## src/rtl/cpu_pkg.sv

```systemverilog
// rtl/cpu_pkg.sv - shared CPU constants and boot-sequencer state encoding
package cpu_pkg;

  localparam int CPU_DATA_W   = 11;
  localparam int CPU_ADDR_W   = 3;
  localparam int CPU_OPCODE_W = 4;

  typedef enum logic [2:0] {
    S_IDLE    = 3'd0,
    S_LOAD    = 3'd1,
    S_CPU_RST = 3'd2,
    S_RUN     = 3'd3,
    S_DONE    = 3'd4
  } boot_state_t;

endpackage

```

## src/rtl/cpu_boot_ctrl_if.sv

```systemverilog
// rtl/cpu_boot_ctrl_if.sv - program-load stream between host and boot sequencer
interface cpu_boot_ctrl_if #(
  parameter int DATA_W = 11
);

  logic              ld_valid;
  logic [DATA_W-1:0] ld_data;
  logic              ld_last;
  logic              ld_ready;

  modport master (output ld_valid, ld_data, ld_last, input ld_ready);
  modport slave  (input ld_valid, ld_data, ld_last, output ld_ready);

endinterface

```

## src/rtl/boot_run_counter.sv

```systemverilog
// rtl/boot_run_counter.sv - loadable down-counter with zero flag, shared by reset and run countdowns
module boot_run_counter #(
  parameter int W = 8
) (
  input  logic         clk,
  input  logic         reset,
  input  logic         load,
  input  logic [W-1:0] load_val,
  input  logic         dec,
  output logic         zero
);

  logic [W-1:0] cnt;

  always_ff @(posedge clk or negedge reset) begin
    if (!reset) begin
      cnt <= '0;
    end else if (load) begin
      cnt <= load_val;
    end else if (dec && (cnt != '0)) begin
      cnt <= cnt - W'(1);
    end
  end

  assign zero = (cnt == '0);

endmodule

```

## src/rtl/cpu_boot_ctrl.sv

```systemverilog
// rtl/cpu_boot_ctrl.sv - streams a program into CPU RAM, pulses CPU reset, then runs the PC for run_len cycles
module cpu_boot_ctrl
  import cpu_pkg::*;
#(
  parameter int DATA_W     = CPU_DATA_W,
  parameter int ADDR_W     = CPU_ADDR_W,
  parameter int CNT_W      = 8,
  parameter int RST_CYCLES = 2
) (
  input  logic              clk,
  input  logic              reset,
  cpu_boot_ctrl_if.slave    ld,
  input  logic [CNT_W-1:0]  run_len,
  input  logic              abort,
  input  logic              restart,
  output logic              cpu_reset,
  output logic              PC_Enable,
  output logic              RAM_Write_Enable,
  output logic [ADDR_W-1:0] RAM_Write_Address,
  output logic [DATA_W-1:0] RAM_Write_Data,
  output logic              done,
  output logic [ADDR_W:0]   words_loaded,
  output logic [2:0]        state
);

  localparam int WL_W = ADDR_W + 1;

  boot_state_t       state_q;
  logic              ready_q;
  logic [ADDR_W-1:0] wr_ptr;
  logic              accept;
  logic              cnt_load;
  logic              cnt_dec;
  logic [CNT_W-1:0]  cnt_val;
  logic              cnt_zero;

  assign accept      = ld.ld_valid && ready_q;
  assign ld.ld_ready = ready_q;
  assign state       = state_q;

  // Counter holds RST_CYCLES-1 / run_len-1 so the zero flag marks the final cycle of each phase.
  always_comb begin
    cnt_load = 1'b0;
    cnt_dec  = 1'b0;
    cnt_val  = '0;
    case (state_q)
      S_LOAD: begin
        if (!ready_q) begin
          cnt_load = 1'b1;
          cnt_val  = CNT_W'(RST_CYCLES - 1);
        end
      end
      S_CPU_RST: begin
        if (!cnt_zero) begin
          cnt_dec = 1'b1;
        end else if (run_len != '0) begin
          cnt_load = 1'b1;
          cnt_val  = run_len - CNT_W'(1);
        end
      end
      S_RUN:   cnt_dec = 1'b1;
      default: ;
    endcase
  end

  boot_run_counter #(.W(CNT_W)) u_counter (
    .clk      (clk),
    .reset    (reset),
    .load     (cnt_load),
    .load_val (cnt_val),
    .dec      (cnt_dec),
    .zero     (cnt_zero)
  );

  always_ff @(posedge clk or negedge reset) begin
    if (!reset) begin
      state_q           <= S_IDLE;
      ready_q           <= 1'b0;
      wr_ptr            <= '0;
      words_loaded      <= '0;
      cpu_reset         <= 1'b0;
      PC_Enable         <= 1'b0;
      RAM_Write_Enable  <= 1'b0;
      RAM_Write_Address <= '0;
      RAM_Write_Data    <= '0;
      done              <= 1'b0;
    end else begin
      RAM_Write_Enable <= 1'b0;
      case (state_q)
        S_IDLE: begin
          ready_q <= 1'b1;
          if (accept) begin
            state_q           <= S_LOAD;
            RAM_Write_Enable  <= 1'b1;
            RAM_Write_Address <= '0;
            RAM_Write_Data    <= ld.ld_data;
            wr_ptr            <= ADDR_W'(1);
            words_loaded      <= WL_W'(1);
            if (ld.ld_last) ready_q <= 1'b0;
          end
        end
        S_LOAD: begin
          // ready low here means the final strobe is on the bus this cycle
          if (!ready_q) begin
            state_q   <= S_CPU_RST;
            cpu_reset <= 1'b1;
          end else if (accept) begin
            RAM_Write_Enable  <= 1'b1;
            RAM_Write_Address <= wr_ptr;
            RAM_Write_Data    <= ld.ld_data;
            wr_ptr            <= wr_ptr + ADDR_W'(1);
            words_loaded      <= words_loaded + WL_W'(1);
            if (ld.ld_last || (wr_ptr == '1)) ready_q <= 1'b0;
          end
        end
        S_CPU_RST: begin
          if (cnt_zero) begin
            cpu_reset <= 1'b0;
            if (run_len == '0) begin
              state_q <= S_DONE;
              done    <= 1'b1;
            end else begin
              state_q   <= S_RUN;
              PC_Enable <= 1'b1;
            end
          end
        end
        S_RUN: begin
          if (abort || cnt_zero) begin
            state_q   <= S_DONE;
            PC_Enable <= 1'b0;
            done      <= 1'b1;
          end
        end
        S_DONE: begin
          if (restart) begin
            state_q <= S_IDLE;
            done    <= 1'b0;
            ready_q <= 1'b1;
          end
        end
        default: state_q <= S_IDLE;
      endcase
    end
  end

endmodule
```

## src/flat_wrapper.sv

```systemverilog
// flat-port wrapper written by rule: the top's interface ports become plain ports
module cpu_boot_ctrl_flat import cpu_pkg::*;
#(
  parameter int DATA_W     = CPU_DATA_W,
  parameter int ADDR_W     = CPU_ADDR_W,
  parameter int CNT_W      = 8,
  parameter int RST_CYCLES = 2
)
  (clk, reset, run_len, abort, restart, cpu_reset, PC_Enable, RAM_Write_Enable, RAM_Write_Address, RAM_Write_Data, done, words_loaded, state, ld_ld_valid, ld_ld_data, ld_ld_last, ld_ld_ready);
  cpu_boot_ctrl_if #(.DATA_W(DATA_W)) ld_i ();
  input  logic clk;
  input  logic reset;
  input  logic [CNT_W-1:0] run_len;
  input  logic abort;
  input  logic restart;
  output logic cpu_reset;
  output logic PC_Enable;
  output logic RAM_Write_Enable;
  output logic [ADDR_W-1:0] RAM_Write_Address;
  output logic [DATA_W-1:0] RAM_Write_Data;
  output logic done;
  output logic [ADDR_W:0] words_loaded;
  output logic [2:0] state;
  input wire logic [$bits(ld_i.ld_valid)-1:0] ld_ld_valid;
  input wire logic [$bits(ld_i.ld_data)-1:0] ld_ld_data;
  input wire logic [$bits(ld_i.ld_last)-1:0] ld_ld_last;
  output wire logic [$bits(ld_i.ld_ready)-1:0] ld_ld_ready;
  assign ld_i.ld_valid = ld_ld_valid;
  assign ld_i.ld_data = ld_ld_data;
  assign ld_i.ld_last = ld_ld_last;
  assign ld_ld_ready = ld_i.ld_ready;
  cpu_boot_ctrl #(.DATA_W(DATA_W), .ADDR_W(ADDR_W), .CNT_W(CNT_W), .RST_CYCLES(RST_CYCLES)) u_core (.clk(clk), .reset(reset), .ld(ld_i), .run_len(run_len), .abort(abort), .restart(restart), .cpu_reset(cpu_reset), .PC_Enable(PC_Enable), .RAM_Write_Enable(RAM_Write_Enable), .RAM_Write_Address(RAM_Write_Address), .RAM_Write_Data(RAM_Write_Data), .done(done), .words_loaded(words_loaded), .state(state));
endmodule
```

## config.mk

```make
export PLATFORM = sky130hd
export DESIGN_NAME = cpu_boot_ctrl_flat
export DESIGN_NICKNAME = d
export VERILOG_FILES = /design/src/rtl/cpu_pkg.sv /design/src/rtl/cpu_boot_ctrl_if.sv /design/src/rtl/boot_run_counter.sv /design/src/rtl/cpu_boot_ctrl.sv /design/src/flat_wrapper.sv
export SDC_FILE = /design/constraint.sdc
export NUM_CORES = 1
export LEC_CHECK = 0
export ABC_AREA = 1
export BUFFER_PORTS_ARGS = -buffer_cell sky130_fd_sc_hd__buf_2
export CORE_ASPECT_RATIO = 0.6
export CORE_MARGIN = 4
export CORE_UTILIZATION = 41
export CTS_BUF_LIST = sky130_fd_sc_hd__clkbuf_8
export DETAILED_ROUTE_END_ITERATION = 10
export PLACE_DENSITY_LB_ADDON = 0.2
export SLEW_MARGIN = 40
export SYNTH_ARGS = -nofsm -noshare
export SYNTH_HDL_FRONTEND = slang
export SYNTH_SLANG_ARGS = --single-unit
```

## constraint.sdc

```tcl
create_clock -name clk -period 1.8 [get_ports clk]
set_input_delay 0.36 -clock clk [delete_from_list [all_inputs] [get_ports clk]]
set_output_delay 0.36 -clock clk [all_outputs]
set_load 0.005 [all_outputs]
```

-- Word-level counts from Yosys, hierarchy flattened
Cells that the tools add are included.
- register bits after elaboration: 37
- latch bits: 0
- memory bits (writable): 0
- bits in read-only memories: 0
- logic and storage cells: 106
- memories: 0
- $add $sub $neg: 4
- multiply operators: 0
- divide/modulo/power cells: 0
- magnitude comparators: 0
- eq/ne operators: 14
- shift operators: 0
- multiplexer cells: 55
- bitwise logic cells: 0
- reductions and logical operators: 22
- operator list (cell ; number):
    3-bit 2-to-1 mux ; 11
    8-bit 2-to-1 mux ; 4
    1-bit 2-to-1 mux ; 22
    11-bit 2-to-1 mux ; 2
    11-bit one-hot mux with 2 select lines ; 1
    8-bit logical NOT ; 2
    8-bit one-hot mux with 2 select lines ; 1
    8-bit nonzero test ; 2
    8-bit by 1-bit subtractor with 8-bit output (second input constant) ; 2
    3-bit one-hot mux with 5 select lines ; 1
    4-bit 2-to-1 mux ; 3
    2-bit by 1-bit != test with 1-bit output (second input constant) ; 6
    3-bit one-hot mux with 2 select lines ; 2
    1-bit one-hot mux with 2 select lines ; 5
    5-bit AND reduction ; 2
    4-bit one-hot mux with 2 select lines ; 1
    4-bit AND reduction ; 2
    2-bit nonzero test ; 4
    3-bit by 2-bit equality test with 1-bit output (second input constant) ; 2
    3-bit equality test (second input constant) ; 2
    2-bit != test (second input constant) ; 3
    1-bit one-hot mux with 3 select lines ; 2
    3-bit nonzero test ; 2
    4-bit by 1-bit adder with 4-bit output (second input constant) ; 1
    other kinds (7) ; 10

-- Depth between registers and ports, before layout
- depth after elaboration: 6
- depth in mapped cells: 12
- mapped depth without buffers: 11

-- Hierarchy
A second synthesis with hierarchy kept.
- cell total of the unflattened synthesis: 275
- area total of the unflattened synthesis: 2125.8 µm²
- by module, submodules not included (module ; times used ; cells an instance ; area an instance (µm²) ; seq. area each (µm²)):
    cpu_boot_ctrl ; 1 ; 182 ; 1529.0 ; 725.7
    boot_run_counter ; 1 ; 93 ; 596.8 ; 200.2

-- Worst setup path after synthesis
OpenSTA, ideal clock, no wires.
- kind: flip-flop to flip-flop
- start: reg u_core.u_counter.cnt[0]
- end: reg u_core.u_counter.cnt[1]
- arrival: 1396 ps
- required time: 1687 ps
- slack: 292 ps
- stages on the path, launching flop included: 12
- buffers on the path: 0
- clock period less this slack: 1508 ps
- path through: dfrtp_1 -> inv_1 -> ha_1 -> nand2_1 -> nor2_4 -> nor2_1 -> inv_1 -> nand3_2 -> inv_2 -> nand2_1 -> nand2_1 -> inv_1
- cells in the longest elaborated chain, start to end: 5
- elaborated cells on any way between the ends: 13
- classes of those cells: add/sub (1); mux (8); reduce/logical (4)
- ends and longest elaborated chain (element ; RTL line ; source):
    from (decl) ; boot_run_counter.sv:13 ; logic [W-1:0] cnt;
    from (signal assigned) ; boot_run_counter.sv:19 ; cnt <= load_val;
    from (signal assigned) ; boot_run_counter.sv:21 ; cnt <= cnt - W'(1);
    parallel branches: the longest is 5 deep, another holds 8-bit by 1-bit subtractor with 8-bit output ; n/a ;
Parallel ways; which one is timed is not known. The select of a mux whose other input is x is not followed.
A chain may end at the register's enable or synchronous reset.

-- Final worst setup path
- start: reg u_core.u_counter.cnt[1]
- end: reg u_core.u_counter.cnt[4]
Same word-level chain as after synthesis.

==> results.json <==
{
  "max_cap_violations": 0,
  "core_sq_um": 4730,
  "cts_root_buf": "clkbuf_8",
  "finalWirelength_um": 5080,
  "clockBufferDepth": 2,
  "row_count": 19,
  "synth_area_leaders": "dfrtp_1 44%, nand2_1 19%, inv_1 5.4%",
  "drive_gt1_share_pct": 23.8,
  "finalNetCount": 372,
  "crit_chain": "inv_1 > ha_1 > nand2_1 > nor2_4 > nand3_4 > nand2_2 > o21ai_1 > o21ai_0 > nand2_1",
  "hold_buffers": 0,
  "stdcell_area_sq_um": 2600,
  "area_growth_pct": 24.6,
  "cp_max_fo": 13,
  "grt-ovfl-total": 0,
  "die_width_um": 100,
  "post_drt_wl_per_cell_um": 12.6,
  "fillers": 454,
  "pwr_density_cell_nw_per_um2": 1650,
  "postCtsSetupBuffers": 0,
  "yosys.area.top_type": "dfrtp_1",
  "ff_latch_area_sq_um": 926,
  "p_leak_nw": 1.44,
  "grt_setup_unrepaired": "false",
  "drv_slew": 0,
  "cp.arrival_ns": 1.83,
  "gp_congestion": 0.928,
  "port_buffers": 50,
  "initial_core_util_pct": 44.1,
  "tightest_slew_ns": 0.462,
  "ys.flop_type": "dfrtp_1",
  "grt_pass1_wl_um": 8620,
  "vias": 1976,
  "grt_max_degree": 38,
  "first_pass_iters": 5,
  "die_area_sq_um": 6330,
  "cts_buffers": 5,
  "clock_skew_ns": 0.00402,
  "cpMaxStageDelayCell": "dfrtp_1",
  "antenna_left": 0,
  "cts_tree": "done",
  "post_dp_cell_area_sq_um": 2470,
  "fmax_mhz": 604,
  "timing.hold.ws_ns": 0.0980,
  "cp-start-kind": "flop",
  "synth_common_cells": "104 x nand2_1, 37 x dfrtp_1, 30 x inv_1",
  "fin_crit_ns": 1.66,
  "status": "complete, no violations",
  "netlist_area_sq_um": 2090,
  "netlist.area_leader.share_pct": 44.4,
  "crit_required_ns": 1.98,
  "io_pins": 51,
  "viasPerCell": 4.89,
  "grt_antenna_before_repair": 0,
  "drcViolationCount": 0,
  "irDropWorstVdd_uv": 861,
  "hold_path.class": "input pin to async pin",
  "cp_slowest_stage_delay_ns": 0.38,
  "grt_usage_pct": 17.0,
  "syn_avg_cell_area_sq_um": 7.53,
  "synth-edff-count": 0,
  "synth_cells": 277,
  "syn-num-nets": 309,
  "max-slew-margin-rel_pct": 69.2,
  "clk_latency_ns": 0.29,
  "cp-end-kind": "flop",
  "cts_max_level": 2,
  "first_global_vias": 1787,
  "cts_sinks": 37,
  "synth.most_common_cell": "nand2_1",
  "yosysSeqAreaShare_pct": 44.4,
  "synthArstFlopShare_pct": 100,
  "cpMostUsedCell": "nand2_1",
  "fin_tns_setup_ns": 0,
  "die_h_um": 63.3,
  "cts_resized": 0,
  "yosysWarnings": 0,
  "finalSetupViolCount": 0,
  "hold_violations": 0,
  "ys_seq_elements": 37,
  "place_hpwl_um": 3900,
  "min_period_over_period_pct": 92.0,
  "crit_type": "flop to flop",
  "drtIter0Drc": 154,
  "multi_input_area_sq_um": 1020,
  "clk_pin_slew_ns": 0.08,
  "synth.distinct_cells": 29,
  "diodes": 0
}
## cell type report
| type | instances | share of cell area, % |
|---|---|---|
| Tap cell | 63 | 3.03 |
| Clock inverter | 2 | 1.44 |
| Sequential cell | 37 | 35.6 |
| Multi-Input combinational cell | 204 | 39.3 |
| Timing Repair Buffer | 60 | 12.5 |
| Inverter | 32 | 4.91 |
| Clock buffer | 6 | 3.17 |
## through the flow
step | setup WS, ns | power [mW] | cells | utilization, %
after global routing | 0.0389 | 4.68 | 404 | 55.0
after global placement | 0.0780 | 3.48 | 396 | 52.2
after floorplan | 0.292 | 2.73 | 277 | -
after CTS | 0.114 | 4.28 | 404 | 54.7
after detailed placement | 0.0348 | 3.50 | 396 | 52.2
final | 0.144 | 4.28 | 404 | 55.0
## power breakdown
part,total [mW],switching [mW],internal [mW]
logic,2.06,1.25,0.803
registers,1.47,0.264,1.20
clock network,0.763,0.313,0.451
total,4.28,1.83,2.45
## logic make-up (layout without fill, tap and decap cells)
family,after synthesis,after routing,synth area share [%]
AOI/OAI and AO/OA,30,30,7.91
xor gates and xnor gates,7,7,2.94
adders and majority gates,7,7,4.20
buffers and inverters,36,100,7.07
DFF,37,37,44.4
and+or+nand+nor,160,160,33.5
## routing by layer
layer / vias up / wire [um] / track usage, %
li1: 1008 / - / -
met1: 902 / 2710 / 27.6
met2: 59 / 2000 / 21.7
met3: 7 / 312 / 4.19
met4: 0 / 52 / 4.54
met5: - / 0 / 0
## state kept, by name (all words and copies together), names as in the netlist
| signal | count |
|---|---|
| u_core.RAM_Write_Enable | 1 |
| u_core.u_counter.cnt | 8 |
| u_core.PC_Enable | 1 |
| u_core.words_loaded | 4 |
| u_core.done | 1 |
| u_core.RAM_Write_Address | 3 |
| u_core.ld.ld_ready | 1 |
| u_core.cpu_reset | 1 |
| u_core.RAM_Write_Data | 11 |
| u_core.wr_ptr | 3 |
| u_core.state | 3 |
## final timing paths
| path | from | end | slack (ns) | cells past startpoint |
|---|---|---|---|---|
| min in group clk | ld_ld_data[0] | u_core.RAM_Write_Data[0]$_DFFE_PN0P_ | 0.26 | 3 |
| setup reg to reg | u_core.u_counter.cnt[1]$_DFFE_PN0P_ | u_core.u_counter.cnt[4]$_DFFE_PN0P_ | 0.14 | 9 |
| max in group asynchronous | reset | u_core.u_counter.cnt[7]$_DFFE_PN0P_ | 1.37 | 2 |
| hold reg to reg | u_core.cpu_reset$_DFFE_PN0P_ | u_core.cpu_reset$_DFFE_PN0P_ | 0.48 | 2 |
| setup / recovery | u_core.u_counter.cnt[1]$_DFFE_PN0P_ | u_core.u_counter.cnt[4]$_DFFE_PN0P_ | 0.14 | 9 |
| hold / removal | reset | u_core.RAM_Write_Data[5]$_DFFE_PN0P_ | 0.1 | 2 |
## cells in the final DEF (no fill, tap or decap), drive strengths merged
cell type  count
nor3           1
o21ai         21
clkinv         1
xnor2          2
inv           31
nand4          4
clkbuf         6
nor2          27
o21bai         2
nand2        105
clkinvlp       1
a21oi          4
o31ai          1
o211ai         1
xor2           5
dfrtp         37
or2            2
nand3         21
a31oi          1
buf           60
bufinv         1
ha             7
## critical path, delay by kind of cell, from the launching register on
kind | cells | cell delay [ns]
AOI/OAI and AO/OA | 2 | 0.17
adders and majority gates | 1 | 0.16
buffers and inverters | 1 | 0.11
DFF | 1 | 0.38
and+or+nand+nor | 5 | 0.71
Note: power is estimated with default switching activity, not from simulation.
